[config.mk]
export PLATFORM = sky130hd
export DESIGN_NAME = grant_hold_ctrl
export DESIGN_NICKNAME = d
export VERILOG_FILES = /design/src/rtl/arb_pkg.sv /design/src/rtl/grant_hold_ctrl_hold_timer.sv /design/src/rtl/grant_hold_ctrl.sv
export SDC_FILE = /design/constraint.sdc
export NUM_CORES = 1
export LEC_CHECK = 0
export BUFFER_PORTS_ARGS = -buffer_cell sky130_fd_sc_hd__buf_2
export CORE_MARGIN = 4
export CORE_UTILIZATION = 30
export DETAILED_ROUTE_END_ITERATION = 8
export PLACE_DENSITY = 0.62
export SLEW_MARGIN = 0
export SYNTH_ARGS = -nofsm -noshare
export SYNTH_HDL_FRONTEND = slang
export SYNTH_SLANG_ARGS = --single-unit
export TNS_END_PERCENT = 50
[constraint.sdc]
create_clock -name clk -period 1.5 [get_ports clk]
set_clock_uncertainty 0.2 [all_clocks]
set_input_delay 0.225 -clock clk [delete_from_list [all_inputs] [get_ports clk]]
set_output_delay 0.225 -clock clk [all_outputs]
set_load 0.005 [all_outputs]
[src/rtl/arb_pkg.sv]
// rtl/arb_pkg.sv - shared arbitration types and one-hot helpers
package arb_pkg;

  localparam int NUM_REQ = 4;
  localparam int ID_W    = 2;

  typedef enum logic [1:0] {
    IDLE  = 2'd0,
    GRANT = 2'd1,
    GAP   = 2'd2
  } arb_state_e;

  function automatic logic is_onehot(input logic [NUM_REQ-1:0] v);
    return (v != '0) && ((v & (v - 1'b1)) == '0);
  endfunction

  // OR-reduces the indices of set bits; exact only for one-hot inputs.
  function automatic logic [ID_W-1:0] onehot_to_idx(input logic [NUM_REQ-1:0] v);
    logic [ID_W-1:0] idx;
    idx = '0;
    for (int i = 0; i < NUM_REQ; i++) begin
      if (v[i]) idx = idx | ID_W'(i);
    end
    return idx;
  endfunction

endpackage

[src/rtl/grant_hold_ctrl_hold_timer.sv]
// rtl/grant_hold_ctrl_hold_timer.sv - saturating hold counter with clear/inc/expired
module hold_timer #(
  parameter int MAX_HOLD = 16,
  parameter int CNT_W    = 8
) (
  input  logic clk,
  input  logic reset,
  input  logic i_clr,
  input  logic i_inc,
  output logic o_expired
);

  localparam logic [CNT_W-1:0] LAST = CNT_W'(MAX_HOLD - 1);

  logic [CNT_W-1:0] r_cnt;

  // Saturates at LAST so the count can never wrap back to zero.
  always_ff @(posedge clk) begin
    if (!reset) begin
      r_cnt <= '0;
    end else if (i_clr) begin
      r_cnt <= '0;
    end else if (i_inc && (r_cnt != LAST)) begin
      r_cnt <= r_cnt + 1'b1;
    end
  end

  assign o_expired = (r_cnt == LAST);

endmodule

[src/rtl/grant_hold_ctrl.sv]
// rtl/grant_hold_ctrl.sv - held grant register with hold timer, dead cycle and timeout penalty
module grant_hold_ctrl
  import arb_pkg::*;
#(
  parameter int MAX_HOLD = 16,
  parameter int CNT_W    = 8
) (
  input  logic               clk,
  input  logic               reset,
  input  logic               enable,
  input  logic [NUM_REQ-1:0] req,
  input  logic [NUM_REQ-1:0] pri_in,
  output logic [NUM_REQ-1:0] req_fwd,
  output logic [NUM_REQ-1:0] gnt,
  output logic [ID_W-1:0]    gnt_id,
  output logic               gnt_valid,
  output logic               timeout,
  output logic               pri_err
);

  arb_state_e         r_state;
  logic [NUM_REQ-1:0] r_gnt;
  logic [ID_W-1:0]    r_gnt_id;
  logic               r_gnt_valid;
  logic               r_timeout;
  logic               r_pri_err;
  logic [NUM_REQ-1:0] r_penalty;

  logic w_issue;
  logic w_hold;
  logic w_expired;
  logic w_owner_req;

  assign w_owner_req = req[r_gnt_id];
  assign w_issue     = (r_state == IDLE) && enable && is_onehot(pri_in);
  // Counter advances only on cycles where the grant is actually kept.
  assign w_hold      = (r_state == GRANT) && enable && w_owner_req && !w_expired;

  hold_timer #(
    .MAX_HOLD (MAX_HOLD),
    .CNT_W    (CNT_W)
  ) u_hold_timer (
    .clk       (clk),
    .reset     (reset),
    .i_clr     (w_issue),
    .i_inc     (w_hold),
    .o_expired (w_expired)
  );

  always_ff @(posedge clk) begin
    if (!reset) begin
      r_state     <= IDLE;
      r_gnt       <= '0;
      r_gnt_id    <= '0;
      r_gnt_valid <= 1'b0;
      r_timeout   <= 1'b0;
      r_pri_err   <= 1'b0;
      r_penalty   <= '0;
    end else begin
      r_timeout <= 1'b0;
      r_pri_err <= 1'b0;
      case (r_state)
        IDLE: begin
          if (req == '0) r_penalty <= '0;
          if (enable) begin
            if (is_onehot(pri_in)) begin
              r_gnt       <= pri_in;
              r_gnt_id    <= onehot_to_idx(pri_in);
              r_gnt_valid <= 1'b1;
              r_penalty   <= '0;
              r_state     <= GRANT;
            end else if (pri_in != '0) begin
              r_pri_err <= 1'b1;
            end
          end
        end
        GRANT: begin
          // Release paths are checked before expiry so they never set a penalty.
          if (!enable || !w_owner_req) begin
            r_gnt       <= '0;
            r_gnt_id    <= '0;
            r_gnt_valid <= 1'b0;
            r_state     <= GAP;
          end else if (w_expired) begin
            r_timeout   <= 1'b1;
            r_penalty   <= r_gnt;
            r_gnt       <= '0;
            r_gnt_id    <= '0;
            r_gnt_valid <= 1'b0;
            r_state     <= GAP;
          end
        end
        GAP: begin
          r_state <= IDLE;
        end
        default: begin
          r_state <= IDLE;
        end
      endcase
    end
  end

  assign req_fwd   = req & ~r_penalty;
  assign gnt       = r_gnt;
  assign gnt_id    = r_gnt_id;
  assign gnt_valid = r_gnt_valid;
  assign timeout   = r_timeout;
  assign pri_err   = r_pri_err;

endmodule

==> implementation parameters <==
Parameter                              Value

Worst setup path
  Top fanout value on the critical path ... 4
  Cell-by-cell listing of the critical path ... mux2i_4, o22ai_2, nor3b_2, o32a_4, o21ai_2
  Worst r2r src ... gnt_id[0]$_SDFFE_PN0P_
  Launch point of the critical path ... gnt_id[0]$_SDFFE_PN0P_
  Critical path's largest stage delay ... 400 ps
  Number of stages on the worst setup path ... 5
  Worst setup path class ... flop to flop
  Termination of the worst setup path ... r_penalty[0]$_SDFFE_PN0P_
  Family of cells with the greatest summed delay on the critical path ... compound AO/OA/AOI/OAI gates
  Reg-to-reg setup timing slack ... -130 ps
  Kind of end point of the critical path ... flop
  Logic depth of the worst register-to-register path ... 5
  Max stage delay cell, worst path ... sky130_fd_sc_hd__dfxtp_4
  Data arrival at the endpoint of the critical path ... 1630 ps
  Buffers plus inverters on the worst setup path ... 0
  Worst Path Required ... 1500 ps
  End of the worst register-to-register path ... r_penalty[0]$_SDFFE_PN0P_
  Critical path launch point type ... flop

Floorplan
  Cell row count ... 22
  Count of pins on the block boundary ... 24
  Full die area ... 4810 um2
  Core Footprint ... 3660 um2
  DIE HEIGHT ... 69.3 um
  Initial Utilization ... 30.8%
  Floorplan die width ... 69.3 um

Pwr
  Maximum ir drop on the vdd rail ... 406 uV
  Leakage power ... 0.719 nW
  Power density over the cells ... 701 nW/um2
  Design Power ... 1.22 mW

Routing
  Average vias per placed instance ... 4.81
  Avg WL per Cell ... 12.5 um
  Antenna-violating nets left ... 0
  Total iterations of the first detailed-routing run ... 4
  Via count ... 1121
  Routed wire length ... 2.92 mm
  DR DRC count ... 0
  Detailed router's first-iteration violation count ... 49

Layout
  Area occupied by multi-input gates ... 778 um2
  Ant. Diodes ... 0
  Post-route core utilization ... 47.4%
  Count of nets after finishing ... 198
  Non-filler instance count after layout ... 233
  Flip-flop and latch area ... 475 um2
  Area Overhead vs Synth ... 53.9%
  Filler cell count in the final layout ... 323
  Proportion of layout cells with a drive suffix above 1 ... 50.8%

STA
  Post-layout worst setup margin ... -127 ps
  Post-layout min period ... 1630 ps
  Slew HR ... 72.9%
  Worst-Margin Slew ... 403 ps
  Setup repair after global routing missed its margin ... yes
  Fmax achieved ... 615 MHz
  Total count of max-transition violations in the final report ... 0
  Post-route worst hold slack ... 68.3 ps
  Number of endpoints failing setup at the final stage ... 20
  Count of endpoints failing hold in the final timing report ... 0
  Final period utilization ... 108%

Status
  Failing checks ... setup timing
  Run status ... finished, violations left

Synthesis
  Yosys warning count ... 0
  Synthesized net count ... 143
  Sequential share of the synthesized area ... 40.8%
  Number of library cell types mapped by synthesis ... 39
  Post-Synthesis Cell Area ... 1130 um2
  Commonest register cell after synthesis ... sky130_fd_sc_hd__dfxtp_1
  Gate Count Post-Synth ... 131
  Share of flip-flops with an asynchronous set or reset ... 0%
  Count of state elements after synthesis ... 23
  Post-synth EDFFs ... 0
  Synthesized area per cell ... 8.62 um2

Clock tree
  CTS tree ... built
  Cell at the root of the clock tree ... sky130_fd_sc_hd__clkbuf_8
  Largest buffer count on any clock path ... 2
  Number of H-tree branching levels ... 1
  Number of buffers added by the clock tree synthesis step ... 3
  Clock slew at the register clock pins of the worst setup and hold paths ... 80 ps
  Sink count of the clock tree ... 23
  Skew-Pair Late Insertion Delay ... 260 ps

Worst hold path
  Min-delay worst type ... input port to flop

Placement
  Number of buffers added on ports ... 23
  Count of placed standard cells including taps ... 223
  Routability-driven placement congestion ratio ... 0.899
  Placement Setup Slack ... -189 ps
  Detailed-placement wirelength estimate ... 2.08 mm

Run
  Max-cap violations ... 0

GRT
  Aggregate global routing overflow ... 0
  First-pass GRT wire length ... 4.49 mm
  Initial antenna violation count ... 0
  Overall Global Routing Usage ... 11.1%
  Maximum number of pins on one net before global-route repair ... 14
  Vias in the first global route ... 1017
[synthesized netlist by cell type, types with 2 or more instances]
cell / number / area (um2)
sky130_fd_sc_hd__and3_1: 2 / 12.5
sky130_fd_sc_hd__mux2i_1: 2 / 20.0
sky130_fd_sc_hd__dfxtp_1: 23 / 460
sky130_fd_sc_hd__o21ai_0: 7 / 35.0
sky130_fd_sc_hd__nor2_1: 11 / 41.3
sky130_fd_sc_hd__a21oi_1: 3 / 15.0
sky130_fd_sc_hd__xor2_1: 8 / 70.1
sky130_fd_sc_hd__o21ai_2: 4 / 35.0
sky130_fd_sc_hd__nand2b_1: 2 / 12.5
sky130_fd_sc_hd__nor3_1: 2 / 10.0
sky130_fd_sc_hd__o22ai_1: 2 / 12.5
sky130_fd_sc_hd__buf_2: 2 / 10.0
sky130_fd_sc_hd__inv_1: 2 / 7.51
sky130_fd_sc_hd__nand4_1: 2 / 12.5
sky130_fd_sc_hd__nand2_1: 27 / 101
sky130_fd_sc_hd__nand3_1: 5 / 25.0
sky130_fd_sc_hd__nor2b_1: 4 / 25.0
sky130_fd_sc_hd__nor4_1: 2 / 12.5
[report_power, final]
| part | internal (mW) | switching, mW | total, mW | leakage [nW] |
|---|---|---|---|---|
| Combinational | 0.105 | 0.0983 | 0.204 | 0.506 |
| Clock | 0.189 | 0.192 | 0.381 | 0.0228 |
| Sequential | 0.621 | 0.0118 | 0.633 | 0.191 |
| Total | 0.916 | 0.302 | 1.22 | 0.719 |
[sequential cells by signal, summed over array words and instances (netlist names)]
signal,flops
r_penalty,4
gnt_valid,1
gnt_id,2
u_hold_timer.r_cnt,8
timeout,1
pri_err,1
gnt,4
r_state,2
[logic make-up after synthesis]
kind of cell             after synthesis  synth area share (%)
AO/OA/AOI/OAI                         24                  16.5
XOR/XNOR                               9                  6.98
adder cells (fa/ha/maj)                2                  2.00
buffers and inverters                  7                  3.77
flip-flops                            23                  40.8
multiplexers                           2                  1.77
AND/OR/NAND/NOR                       64                  28.2
[worst min-delay path: stages]
cell                     delay [ps]
sky130_fd_sc_hd__buf_2          120
sky130_fd_sc_hd__nor2_1         100
sky130_fd_sc_hd__nor3_1          50
[layout by cell type (no fill, tap or decap), drive strengths merged]
master   count
a21oi        3
nand4bb      1
nand3        5
xor2         8
maj3         1
nand2b       2
a31oi        1
nor3b        1
o211ai       1
o32a         1
o22ai        3
nand2       27
nor3         2
nor2        11
nand3b       1
and4         1
buf         55
ha           1
xnor2        1
nor4         2
a21boi       1
and3         2
inv          2
and2b        1
nand4b       1
o21ai       11
o21a         2
or4          1
clkbuf       4
nor2b        4
nand4        2
o21bai       1
dfxtp       23
mux2i        2
[per-layer routing]
| metal | vias up | track usage [%] | wire length, um |
|---|---|---|---|
| met3 | 4 | 2.03 | 117 |
| met1 | 531 | 13.8 | 1300 |
| met2 | 21 | 19.2 | 1480 |
| met4 | 0 | 3.90 | 32 |
| met5 | - | 0 | 0 |
| li1 | 565 | - | - |
[final cells by class]
class / count / share of cell area, %
repair buffers: 55 / 21.3
inverters: 2 / 0.432
clock buffers: 4 / 2.59
multi-input cells: 101 / 44.8
well taps: 48 / 3.46
flip-flops and latches: 23 / 27.4
[metrics by stage]
step | setup TNS (ps) | instance area [um2]
finish | -1590 | 1740
global route | -2930 | 1740
CTS | -1390 | 1600
detailed placement | -3210 | 1500
global placement | -2730 | 1500
floorplan | -135 | 1160
[how the worst min path moves through the flow]
stage                           startpoint                      to  slack, ps  cells after the start
floorplan                        pri_in[2]     gnt[2]$_SDFFE_PN0P_        130                      2
global placement    gnt_valid$_SDFFE_PN0P_  gnt_valid$_SDFFE_PN0P_        240                      2
detailed placement  gnt_valid$_SDFFE_PN0P_  gnt_valid$_SDFFE_PN0P_        250                      2
CTS                              pri_in[0]      pri_err$_SDFF_PP0_         70                      3
global route                     pri_in[0]  gnt_id[0]$_SDFFE_PN0P_         90                      3
finish                           pri_in[0]      pri_err$_SDFF_PP0_         70                      3
[timing repair]
| action | in CTS | in global routing |
|---|---|---|
| hold buffers | 0 | 0 |
| pin swaps | 9 | 12 |
| endpoints found under the setup margin | 22 | 22 |
| gates resized for setup | 15 | 24 |
| buffers inserted | 1 | 6 |
(Power assumes the default switching activity.)
